**src/rtl/maze_pkg.sv**
```systemverilog
// Shared definitions for the maze display path: cell codes, geometry and
// frame-buffer FSM encoding used by the display driver and game logic.
package maze_pkg;

  localparam int ADDR_W = 6;
  localparam int DATA_W = 2;
  localparam int CELLS  = 64;

  localparam logic [DATA_W-1:0] CELL_EMPTY  = 2'b00;
  localparam logic [DATA_W-1:0] CELL_WALL   = 2'b01;
  localparam logic [DATA_W-1:0] CELL_GOAL   = 2'b10;
  localparam logic [DATA_W-1:0] CELL_PLAYER = 2'b11;

  typedef enum logic {
    FB_IDLE  = 1'b0,
    FB_CLEAR = 1'b1
  } fb_state_t;

endpackage

```
**src/rtl/maze_frame_buffer_blink_divider.sv**
```systemverilog
// Free-running blink timebase: phase toggles every BLINK_DIV clock cycles,
// starting visible (phase = 1) out of reset.
module blink_divider #(
  parameter int BLINK_DIV = 1_000_000
) (
  input  logic clk,
  input  logic rst,
  output logic phase
);

  localparam int CNT_W = (BLINK_DIV > 1) ? $clog2(BLINK_DIV) : 1;
  localparam logic [CNT_W-1:0] CNT_LAST = CNT_W'(BLINK_DIV - 1);

  logic [CNT_W-1:0] cnt;
  logic             cnt_tc;

  assign cnt_tc = (cnt == CNT_LAST);

  always_ff @(posedge clk or posedge rst) begin
    if (rst) begin
      cnt   <= '0;
      phase <= 1'b1;
    end else if (cnt_tc) begin
      cnt   <= '0;
      phase <= ~phase;
    end else begin
      cnt   <= cnt + 1'b1;
    end
  end

endmodule

```
**src/rtl/maze_frame_buffer.sv**
```systemverilog
// 8x8 two-bit maze frame store with registered display read port, game write
// port, blinking player overlay and sequential whole-frame clear.
//
// state    | meaning
// ---------+------------------------------------------------------------
// FB_IDLE  | normal operation; game writes accepted, clear request armed
// FB_CLEAR | one cell per cycle written EMPTY, game writes dropped, busy
module maze_frame_buffer
  import maze_pkg::*;
#(
  parameter int BLINK_DIV = 1_000_000
) (
  input  logic              clk,
  input  logic              rst,
  input  logic [ADDR_W-1:0] address,
  input  logic              command,
  output logic [DATA_W-1:0] data,
  input  logic              wr_en,
  input  logic [ADDR_W-1:0] wr_addr,
  input  logic [DATA_W-1:0] wr_data,
  input  logic              clear,
  output logic              busy,
  input  logic              player_en,
  input  logic [ADDR_W-1:0] player_addr
);

  fb_state_t         state, state_nxt;
  logic [ADDR_W-1:0] clr_ptr;
  logic [DATA_W-1:0] mem [CELLS];

  logic              mem_we;
  logic [ADDR_W-1:0] mem_waddr;
  logic [DATA_W-1:0] mem_wdata;
  logic              blink_phase;
  logic              overlay_hit;

  blink_divider #(.BLINK_DIV(BLINK_DIV)) u_blink (
    .clk   (clk),
    .rst   (rst),
    .phase (blink_phase)
  );

  always_ff @(posedge clk or posedge rst) begin
    if (rst) begin
      state   <= FB_IDLE;
      clr_ptr <= '0;
    end else begin
      state   <= state_nxt;
      clr_ptr <= (state == FB_CLEAR) ? clr_ptr + 1'b1 : '0;
    end
  end

  always_comb begin
    state_nxt = state;
    case (state)
      FB_IDLE:  if (clear) state_nxt = FB_CLEAR;
      FB_CLEAR: if (clr_ptr == ADDR_W'(CELLS - 1)) state_nxt = FB_IDLE;
      default:  state_nxt = FB_IDLE;
    endcase
  end

  // A clear request takes priority over a game write on the same edge.
  always_comb begin
    busy      = 1'b0;
    mem_we    = 1'b0;
    mem_waddr = wr_addr;
    mem_wdata = wr_data;
    case (state)
      FB_IDLE: begin
        mem_we = wr_en & ~clear;
      end
      FB_CLEAR: begin
        busy      = 1'b1;
        mem_we    = 1'b1;
        mem_waddr = clr_ptr;
        mem_wdata = CELL_EMPTY;
      end
      default: ;
    endcase
  end

  always_ff @(posedge clk or posedge rst) begin
    if (rst) begin
      for (int i = 0; i < CELLS; i++) mem[i] <= CELL_EMPTY;
    end else if (mem_we) begin
      mem[mem_waddr] <= mem_wdata;
    end
  end

  // Overlay only substitutes the returned code; storage keeps the real cell.
  assign overlay_hit = player_en && (address == player_addr) && blink_phase;

  always_ff @(posedge clk or posedge rst) begin
    if (rst) begin
      data <= CELL_EMPTY;
    end else if (command) begin
      data <= overlay_hit ? CELL_PLAYER : mem[address];
    end
  end

endmodule
```
**config.mk**
```make
export PLATFORM = sky130hd
export DESIGN_NAME = maze_frame_buffer
export DESIGN_NICKNAME = d
export VERILOG_FILES = /design/src/rtl/maze_pkg.sv /design/src/rtl/maze_frame_buffer_blink_divider.sv /design/src/rtl/maze_frame_buffer.sv
export SDC_FILE = /design/constraint.sdc
export NUM_CORES = 1
export LEC_CHECK = 0
export ABC_AREA = 1
export CAP_MARGIN = 20
export CORE_MARGIN = 4
export CORE_UTILIZATION = 45
export CTS_CLUSTER_DIAMETER = 100
export DETAILED_ROUTE_END_ITERATION = 10
export GPL_TIMING_DRIVEN = 0
export PLACE_DENSITY = 0.62
export SETUP_SLACK_MARGIN = 0.15
export SLEW_MARGIN = 20
export SYNTH_ARGS = -nofsm -noshare
export SYNTH_HDL_FRONTEND = slang
export SYNTH_SLANG_ARGS = --single-unit
```
**constraint.sdc**
```tcl
create_clock -name clk -period 5.7 [get_ports clk]
set_input_delay 1.14 -clock clk [delete_from_list [all_inputs] [get_ports clk]]
set_output_delay 1.14 -clock clk [all_outputs]
set_load 0.01 [all_outputs]
```
==> impl_metrics.toml, run 1 <==
[outcome]
status = "finished, final reports clean"

[layout]
layout.cells.non_filler = 1275
n_antenna_cell = 0
drive_gt1_share_pct = 5.69
nFillCells = 1626
layout.nets = 1071
area_delta_synth_final_pct = 14.9

[sta]
timing.fmax_mhz = 302
finalHoldViolations = 0
timing.final.crit_share_pct = 58.0
rsz0062_at_grt = "no"
finalSetupViolCount = 0
skew_ns = 0.0137
setup_slack_ns = 2.39
worst_pin_slew_ns = 0.931
relSlewSlack_pct = 37.7
period_minus_slack_ns = 3.31
drv_slew = 0

[cts]
cts_buffers = 17
postCtsSetupBuffers = 0
ctsHoldBuffers = 0
ctsRootBufferMaster = "clkbuf_16"
insertion_delay_ns = 0.43
cts.sinks = 158
clockBufferDepth = 2
cts_tree = "built"
cts.clk_slew.worst_paths_ns = 0.06
htreeDepth = 4
cts_resized = 0

[critical_path]
critPathTopFamily = "buffers and inverters"
path_cells = "clkdlybuf4s50_1 -> clkbuf_1 -> clkbuf_1 -> o22ai_1 -> nor4_1 -> nor2_1 -> nand3_1 -> nand2_1 -> inv_1"
critPathKind = "primary input to flip-flop"
rrSetupSlack_ns = 3.22
max_stage_delay_ns = 0.57
cp-start-kind = "primary input"
crit_required_ns = 6.07
worstPathMaxFanout = 10
crit_buf_inv = 4
r2r-end = "mem[96]"
r2r_cells = 7
crit_arrival_ns = 3.67
rr_startpoint = "state"
slowest_stage = "clkbuf_1"
crit_path_frequent_cell = "clkbuf_1"
end_kind = "flip-flop"

[yosys]
synth_top_area_share_pct = 50.3
synth_seq_area_share_pct = 50.6
synth_area_leaders = "dfrtp_1 50%, nand2_1 18%, nand3_1 8.4%"
synth-seq-cells = 158
syn_nets = 1026
netlist_top_cells_count = "384 x nand2_1, 157 x dfrtp_1, 131 x nand3_1"
synth_edf_count = 0
async_reset_ff_share_pct = 100
yosysUniqueCellTypes = 37
synth.avg_cell_area_um2 = 7.83
syn_inst = 998
synth.largest_area_cell = "dfrtp_1"
yosys_most_used_dff = "dfrtp_1"
synth_area_um2 = 7820
synth_most_common_cell = "nand2_1"
yosysWarningCount = 0

[floorplanning]
die_h_um = 140
die_x_um = 140
fp.dieArea_um2 = 19500
initial_core_util_pct = 46.5
io_pins = 29
core_um2 = 16800
rows = 47

[drt]
drc = 0
ant_nets = 0
drt-vias-per-instance = 5.32
drt_iter0_markers = 700
totalWireLength_mm = 21.9
dr.pass1.iters = 5
vias = 6785
post_drt_wl_per_cell_um = 17.2

[placement]
preCtsSetupSlack_ns = 1.99
dp_cells = 1244
gp_congestion = 0.843
hpwl_mm = 14.6
port-buffer-count = 25

[worst_hold_path]
worstHoldPathType = "flip-flop to flip-flop"
hold_end = "u_blink.cnt[0]"
hold_path_depth = 1
hold_start = "u_blink.cnt[0]"

[pwr]
ir_worst_vdd_uv = 217
power-per-cell-area_nw_per_um2 = 270
leakagePower_nw = 3.88

[global_routing]
antenna_found_initial = 0
gr-usage-all-layers_pct = 23.1
grt_max_degree = 90
grt_pass1_wl_mm = 35.5
grt_overflow = 0
first_global_vias = 6388

[run]
maxCapViolCount = 0
-- cell usage in the layout (no fill, tap or decap), types with 2 or more instances in the layout --
cell	n
clkbuf_1	35
dfrtp_1	157
inv_4	3
nor3_1	7
nand2_2	2
o21ai_4	3
clkbuf_16	17
bufinv_16	3
xor2_1	6
nand3_1	131
buf_6	2
a21oi_1	10
nand2_1	384
o22ai_1	2
xnor2_1	5
buf_1	2
clkbuf_8	2
inv_1	44
clkdlybuf4s50_1	25
or2_2	3
o21ai_0	90
nor4_4	8
clkinvlp_4	3
ha_1	2
nor4_1	3
clkinv_2	4
nor2_1	36
o21ai_1	46
nand4_1	4
-- where the power goes --
part	internal, mW	switching [mW]	leakage [nW]
clock network	0.707	0.460	0.288
registers	1.12	0.000823	2.17
logic	0.0407	0.0907	1.43
total	1.87	0.551	3.88
-- state kept, by name, summed over array words and instances, names as in the netlist --
register / count
clr_ptr: 6
data: 2
u_blink.cnt: 20
u_blink.phase: 1
state: 1
mem: 128
-- kinds of logic (layout without fill, tap and decap cells) --
kind of cell	Yosys count	after routing	share of synthesized area, %
buf+inv	89	146	4.63
compound gates	155	155	10.6
xor+xnor	11	11	1.23
fa+ha+maj	2	2	0.320
simple gates	583	583	32.6
flops	158	158	50.6
-- stage by stage --
step           setup TNS (ns)  area [um^2]  utilization, %  power [mW]  hold slack (ns)
4_1_cts                     0         8980            53.4        2.44            0.463
6_report                    0         8980            53.4        2.42            0.460
3_3_place_gp          -323.53         8340            49.6        1.27            0.454
5_1_grt                     0         8980            53.4        2.50            0.484
2_1_floorplan               0         7820               -        1.22            0.433
3_5_place_dp                0         8390            49.9        1.28            0.455
-- metal layers --
| metal | global-route usage, % | up-vias | routed length (um) |
|---|---|---|---|
| met5 | 0 | - | 0 |
| met4 | 6.99 | 0 | 461 |
| met3 | 4.80 | 28 | 1390 |
| met2 | 34.7 | 208 | 9680 |
| met1 | 33.9 | 3175 | 10400 |
| li1 | - | 3374 | - |
-- how the worst max path moves through the flow --
stage | start | end | slack, ns | cells after the start
floorplan | rst | clr_ptr[0] | 0.30 | 1
global placement | rst | mem[72] | -2.07 | 2
detailed placement | address[0] | data[1] | 1.99 | 9
CTS | address[0] | data[1] | 2.41 | 9
global route | address[0] | data[1] | 2.27 | 13
finish | address[0] | data[1] | 2.39 | 9
-- layout make-up --
class,count,area (um^2),area share [%]
flip-flops and latches,158,3960,44.0
multi-input cells,751,3510,39.1
clock buffers,20,457,5.08
repair buffers,26,278,3.09
well taps,220,275,3.06
inverters,51,211,2.35
plain buffers,38,158,1.75
clock inverters,11,141,1.57
(Power assumes the default switching activity.)
==> run 2: changes to the inputs <==
PLACE_DENSITY = 0.6   (was 0.62)
clock period = 3.2 ns   (was 5.7 ns; I/O delays follow)
==> impl_metrics.toml, run 2 (synthesis gave the netlist of run 1 again) <==
[outcome]
status = "finished, final reports clean"

[drt]
wl_met3_mm = 1.39
dr.pass1.iters = 5
vias = 6907
drt_iter0_markers = 563
drc = 0
drt-vias-per-instance = 5.40
route.met2.wl_mm = 9.87
post_drt_wl_per_cell_um = 17.3
ant_nets = 0
totalWireLength_mm = 22.1
routed.top_layer = "met4"
wl_met1_mm = 10.4

[placement]
port-buffer-count = 25
preCtsSetupSlack_ns = 0.0893
hpwl_mm = 15.0
gp_congestion = 0.820
placed_cell_area_um2 = 8460

[layout]
n_antenna_cell = 0
drive_gt1_share_pct = 6.23
mostFrequentLayoutCell = "nand2_1"
area_delta_synth_final_pct = 15.8
mostFrequentLayoutCells = "384 x nand2_1, 157 x dfrtp_1, 131 x nand3_1, 90 x o21ai_0, 46 x o21ai_1"
largest_reg_flops = 128
top_register = "mem"
layout.nets = 1075
finish.instance_area_um2 = 9050
top_regs = "mem x128, u_blink.cnt x20, clr_ptr x6"

[cts]
ctsHoldBuffers = 0
clockBufferDepth = 2
ctsRootBufferMaster = "clkbuf_16"
postCtsSetupBuffers = 0
htreeDepth = 4
cts.sinks = 158
cts_buffers = 17
cts_tree = "built"
cts.clk_slew.worst_paths_ns = 0.07
insertion_delay_ns = 0.43
cts_resized = 0

[floorplanning]
io_pins = 29
rows = 47
core_um2 = 16800
initial_core_util_pct = 46.5
die_x_um = 140
fp.dieArea_um2 = 19500
die_h_um = 140

[critical_path]
crit_arrival_ns = 3.10
critPathKind = "primary input to flip-flop"
end_kind = "flip-flop"
cp-start-kind = "primary input"
max_stage_delay_ns = 0.62
crit_path_frequent_cell = "nand3_1"
crit_buf_inv = 4
path_cells = "clkdlybuf4s50_1 -> clkbuf_1 -> clkbuf_1 -> nand2_1 -> nand3_1 -> nand3_1 -> nand2_1 -> nand2_1 -> nand3_1 -> nand3_1 -> nand3_1 -> nand2_1 -> inv_1"
worstPathMaxFanout = 10
critPathTopFamily = "buffers and inverters"
crit_required_ns = 3.58
slowest_stage = "clkbuf_1"

[sta]
period_minus_slack_ns = 2.72
timing.fmax_mhz = 368
timing.final.crit_share_pct = 85.0
finalHoldViolations = 0
hold_ws_ns = 0.461
rsz0062_at_grt = "no"
relSlewSlack_pct = 40.2
worst_pin_slew_ns = 0.891
skew_ns = 0.00602
fin_tns_setup_ns = 0
finalSetupViolCount = 0
setup_slack_ns = 0.480
drv_slew = 0

[global_routing]
grt_overflow = 0
first_global_vias = 6576
grt_max_degree = 35
gr-usage-all-layers_pct = 23.2
grt_pass1_wl_mm = 35.7
antenna_found_initial = 0

[pwr]
power_mw = 4.29
ir_worst_vdd_uv = 339
leakagePower_nw = 3.90
power-per-cell-area_nw_per_um2 = 474

[worst_hold_path]
worstHoldPathType = "flip-flop to flip-flop"

[run]
maxCapViolCount = 0
==> run 2: cell types whose count changed in the layout (fill, tap and decap cells not counted) <==
cell	before	now
clkbuf_1	35	34
bufinv_16	3	2
clkbuf_8	2	0
buf_12	0	4
inv_8	1	0
clkinvlp_4	3	7
clkinv_4	1	2
inv_6	1	5
clkinv_2	4	1
==> run 2: through the flow <==
stage          util (%)  instances
2_1_floorplan         -        998
3_3_place_gp       49.6       1243
3_5_place_dp       50.3       1248
4_1_cts            53.8       1280
5_1_grt            53.8       1280
6_report           53.8       1280
==> run 2: layout make-up <==
| class | count | area, um^2 |
|---|---|---|
| flip-flops and latches | 158 | 3960 |
| inverters | 51 | 208 |
| plain buffers | 38 | 158 |
| multi-input cells | 751 | 3510 |
| fillers | 1627 | 7770 |
| clock inverters | 15 | 163 |
| well taps | 220 | 275 |
| clock buffers | 17 | 425 |
| repair buffers | 30 | 358 |
==> run 2: path summary, 6_finish.rpt <==
check | start | endpoint | slack (ns) | cells past startpoint
worst min-delay path | u_blink.cnt[0] | u_blink.cnt[0] | 0.46 | 1
worst min register to register | u_blink.cnt[0] | u_blink.cnt[0] | 0.46 | 1
worst max register to register | state | mem[9] | 0.66 | 7
max in group asynchronous | rst | u_blink.phase | 1.50 | 5
min in group asynchronous | rst | clr_ptr[4] | 0.67 | 2
worst max-delay path | address[0] | data[1] | 0.48 | 13
==> run 2: power by group <==
part	total, mW	internal, mW	switching (mW)
clock	2.05	1.16	0.887
combinational	0.245	0.0821	0.163
sequential	2.00	2.00	0.00130
total	4.29	3.24	1.05
==> run 2: routing by layer <==
layer | vias to the layer above | GRT usage [%]
met5 | - | 0
li1 | 3395 | -
met2 | 232 | 35.9
met3 | 40 | 4.60
met4 | 0 | 7.14
met1 | 3240 | 33.2
==> run 3: changes to the inputs <==
clock period = 2.8 ns   (was 3.2 ns; I/O delays follow)
==> impl_metrics.toml, run 3 (synthesis gave the netlist of run 1 again) <==
[layout]
n_antenna_cell = 0
largest_reg_flops = 128
nFillCells = 1622
area_delta_synth_final_pct = 16.1
mostFrequentLayoutCells = "384 x nand2_1, 157 x dfrtp_1, 131 x nand3_1, 90 x o21ai_0, 46 x o21ai_1"
top_register = "mem"
top_regs = "mem x128, u_blink.cnt x20, clr_ptr x6"
final_core_util_pct = 54.0
layout.nets = 1076
drive_gt1_share_pct = 6.69
mostFrequentLayoutCell = "nand2_1"
finish.instance_area_um2 = 9080

[cts]
ctsRootBufferMaster = "clkbuf_16"
clockBufferDepth = 2
htreeDepth = 4
cts_buffers = 17
cts.clk_slew.worst_paths_ns = 0.07
cts_tree = "built"
insertion_delay_ns = 0.43
ctsHoldBuffers = 0
cts.sinks = 158

[pwr]
power-per-cell-area_nw_per_um2 = 539
leakagePower_nw = 3.92
ir_worst_vdd_uv = 385

[critical_path]
crit_cells = 9
rrSetupSlack_ns = 0.30
path_cells = "buf_6 -> inv_4 -> or2_4 -> o21ai_4 -> inv_6 -> nor4_4 -> nand2_1 -> nand2_1 -> o21ai_0"
critPathKind = "flip-flop to flip-flop"
crit_path_frequent_cell = "nand2_1"
worstSetupEndpoint = "mem[9]"
crit_path_start = "state"
crit_arrival_ns = 2.79
cp-start-kind = "flip-flop"
end_kind = "flip-flop"
slowest_stage = "nor4_4"
rr_startpoint = "state"
crit_required_ns = 3.09
worstPathMaxFanout = 8
critPathTopFamily = "simple AND/OR/NAND/NOR gates"
r2r-end = "mem[9]"
max_stage_delay_ns = 0.78
crit_buf_inv = 3
r2r_cells = 9

[drt]
ant_nets = 0
dr.pass1.iters = 5
drt_iter0_markers = 635
drt-vias-per-instance = 5.35
post_drt_wl_per_cell_um = 17.2
totalWireLength_mm = 22.1
drc = 0
vias = 6852

[global_routing]
grt_max_degree = 35
gr-usage-met2_pct = 35.9
first_global_vias = 6576
grt_overflow = 0
met1_usage_pct = 33.2
gr-usage-all-layers_pct = 23.2
busiest_layer = "met2"
grt_pass1_wl_mm = 35.7
antenna_found_initial = 0
met3_usage_pct = 4.60

[sta]
timing.fmax_mhz = 400
fin_tns_setup_ns = 0
finalSetupViolCount = 0
relSlewSlack_pct = 41.3
setup_slack_ns = 0.300
period_minus_slack_ns = 2.50
finalHoldViolations = 0
timing.final.crit_share_pct = 89.3
skew_ns = 0.00897
hold_ws_ns = 0.461
worst_pin_slew_ns = 0.877
rsz0062_at_grt = "no"
drv_slew = 0

[floorplanning]
die_x_um = 140
fp.dieArea_um2 = 19500
initial_core_util_pct = 46.5
core_um2 = 16800
die_h_um = 140
rows = 47
io_pins = 29

[run]
maxCapViolCount = 0

[placement]
port-buffer-count = 25
hpwl_mm = 15.0
gp_congestion = 0.820
preCtsSetupSlack_ns = -0.231
placed_cell_area_um2 = 8460

[worst_hold_path]
worstHoldPathType = "flip-flop to flip-flop"
hold_start = "u_blink.cnt[0]"

[outcome]
status = "finished, final reports clean"
run 3: how the worst min path moves through the flow:
stage          depth (start not counted)  slack (ns)             end
6_report                               1        0.46  u_blink.cnt[0]
5_1_grt                                1        0.50  u_blink.cnt[0]
4_1_cts                                1        0.47  u_blink.cnt[0]
3_5_place_dp                           1        0.46  u_blink.cnt[0]
3_3_place_gp                           1        0.45  u_blink.cnt[0]
2_1_floorplan                          1        0.43  u_blink.cnt[0]
run 3: through the flow:
step                      std cells  total power [mW]
after detailed placement       1248              2.61
after CTS                      1280              4.94
after global placement         1243              2.59
after global routing           1281              5.07
after floorplan                 998              2.48
final                          1281              4.90
run 3: routing by layer:
layer	share of wire, %	vias to the layer above
met5	0	-
met4	2.4	0
met3	6.3	34
met2	45	213
met1	47	3210
li1	-	3395
run 3: power by group:
| part | leakage [nW] | switching (mW) | internal, mW | total (mW) |
|---|---|---|---|---|
| Clock | 0.269 | 1.01 | 1.32 | 2.33 |
| Combinational | 1.48 | 0.187 | 0.0945 | 0.281 |
| Sequential | 2.17 | 0.00149 | 2.29 | 2.29 |
| Total | 3.92 | 1.19 | 3.70 | 4.90 |
run 3: area by class of cell:
class                   instances  area, um^2  share of cell area [%]
well taps                     220         275                    3.03
clock inverters                15         163                    1.79
flip-flops and latches        158        3960                    43.6
multi-input cells             751        3510                    38.7
inverters                      51         208                    2.29
clock buffers                  17         425                    4.69
repair buffers                 31         378                    4.16
plain buffers                  38         163                    1.79
run 3: repair_timing:
action / 4_1_cts / 5_1_grt
setup endpoints to repair: 0 / 16
buffers inserted: 0 / 1
resized for setup: 0 / 8
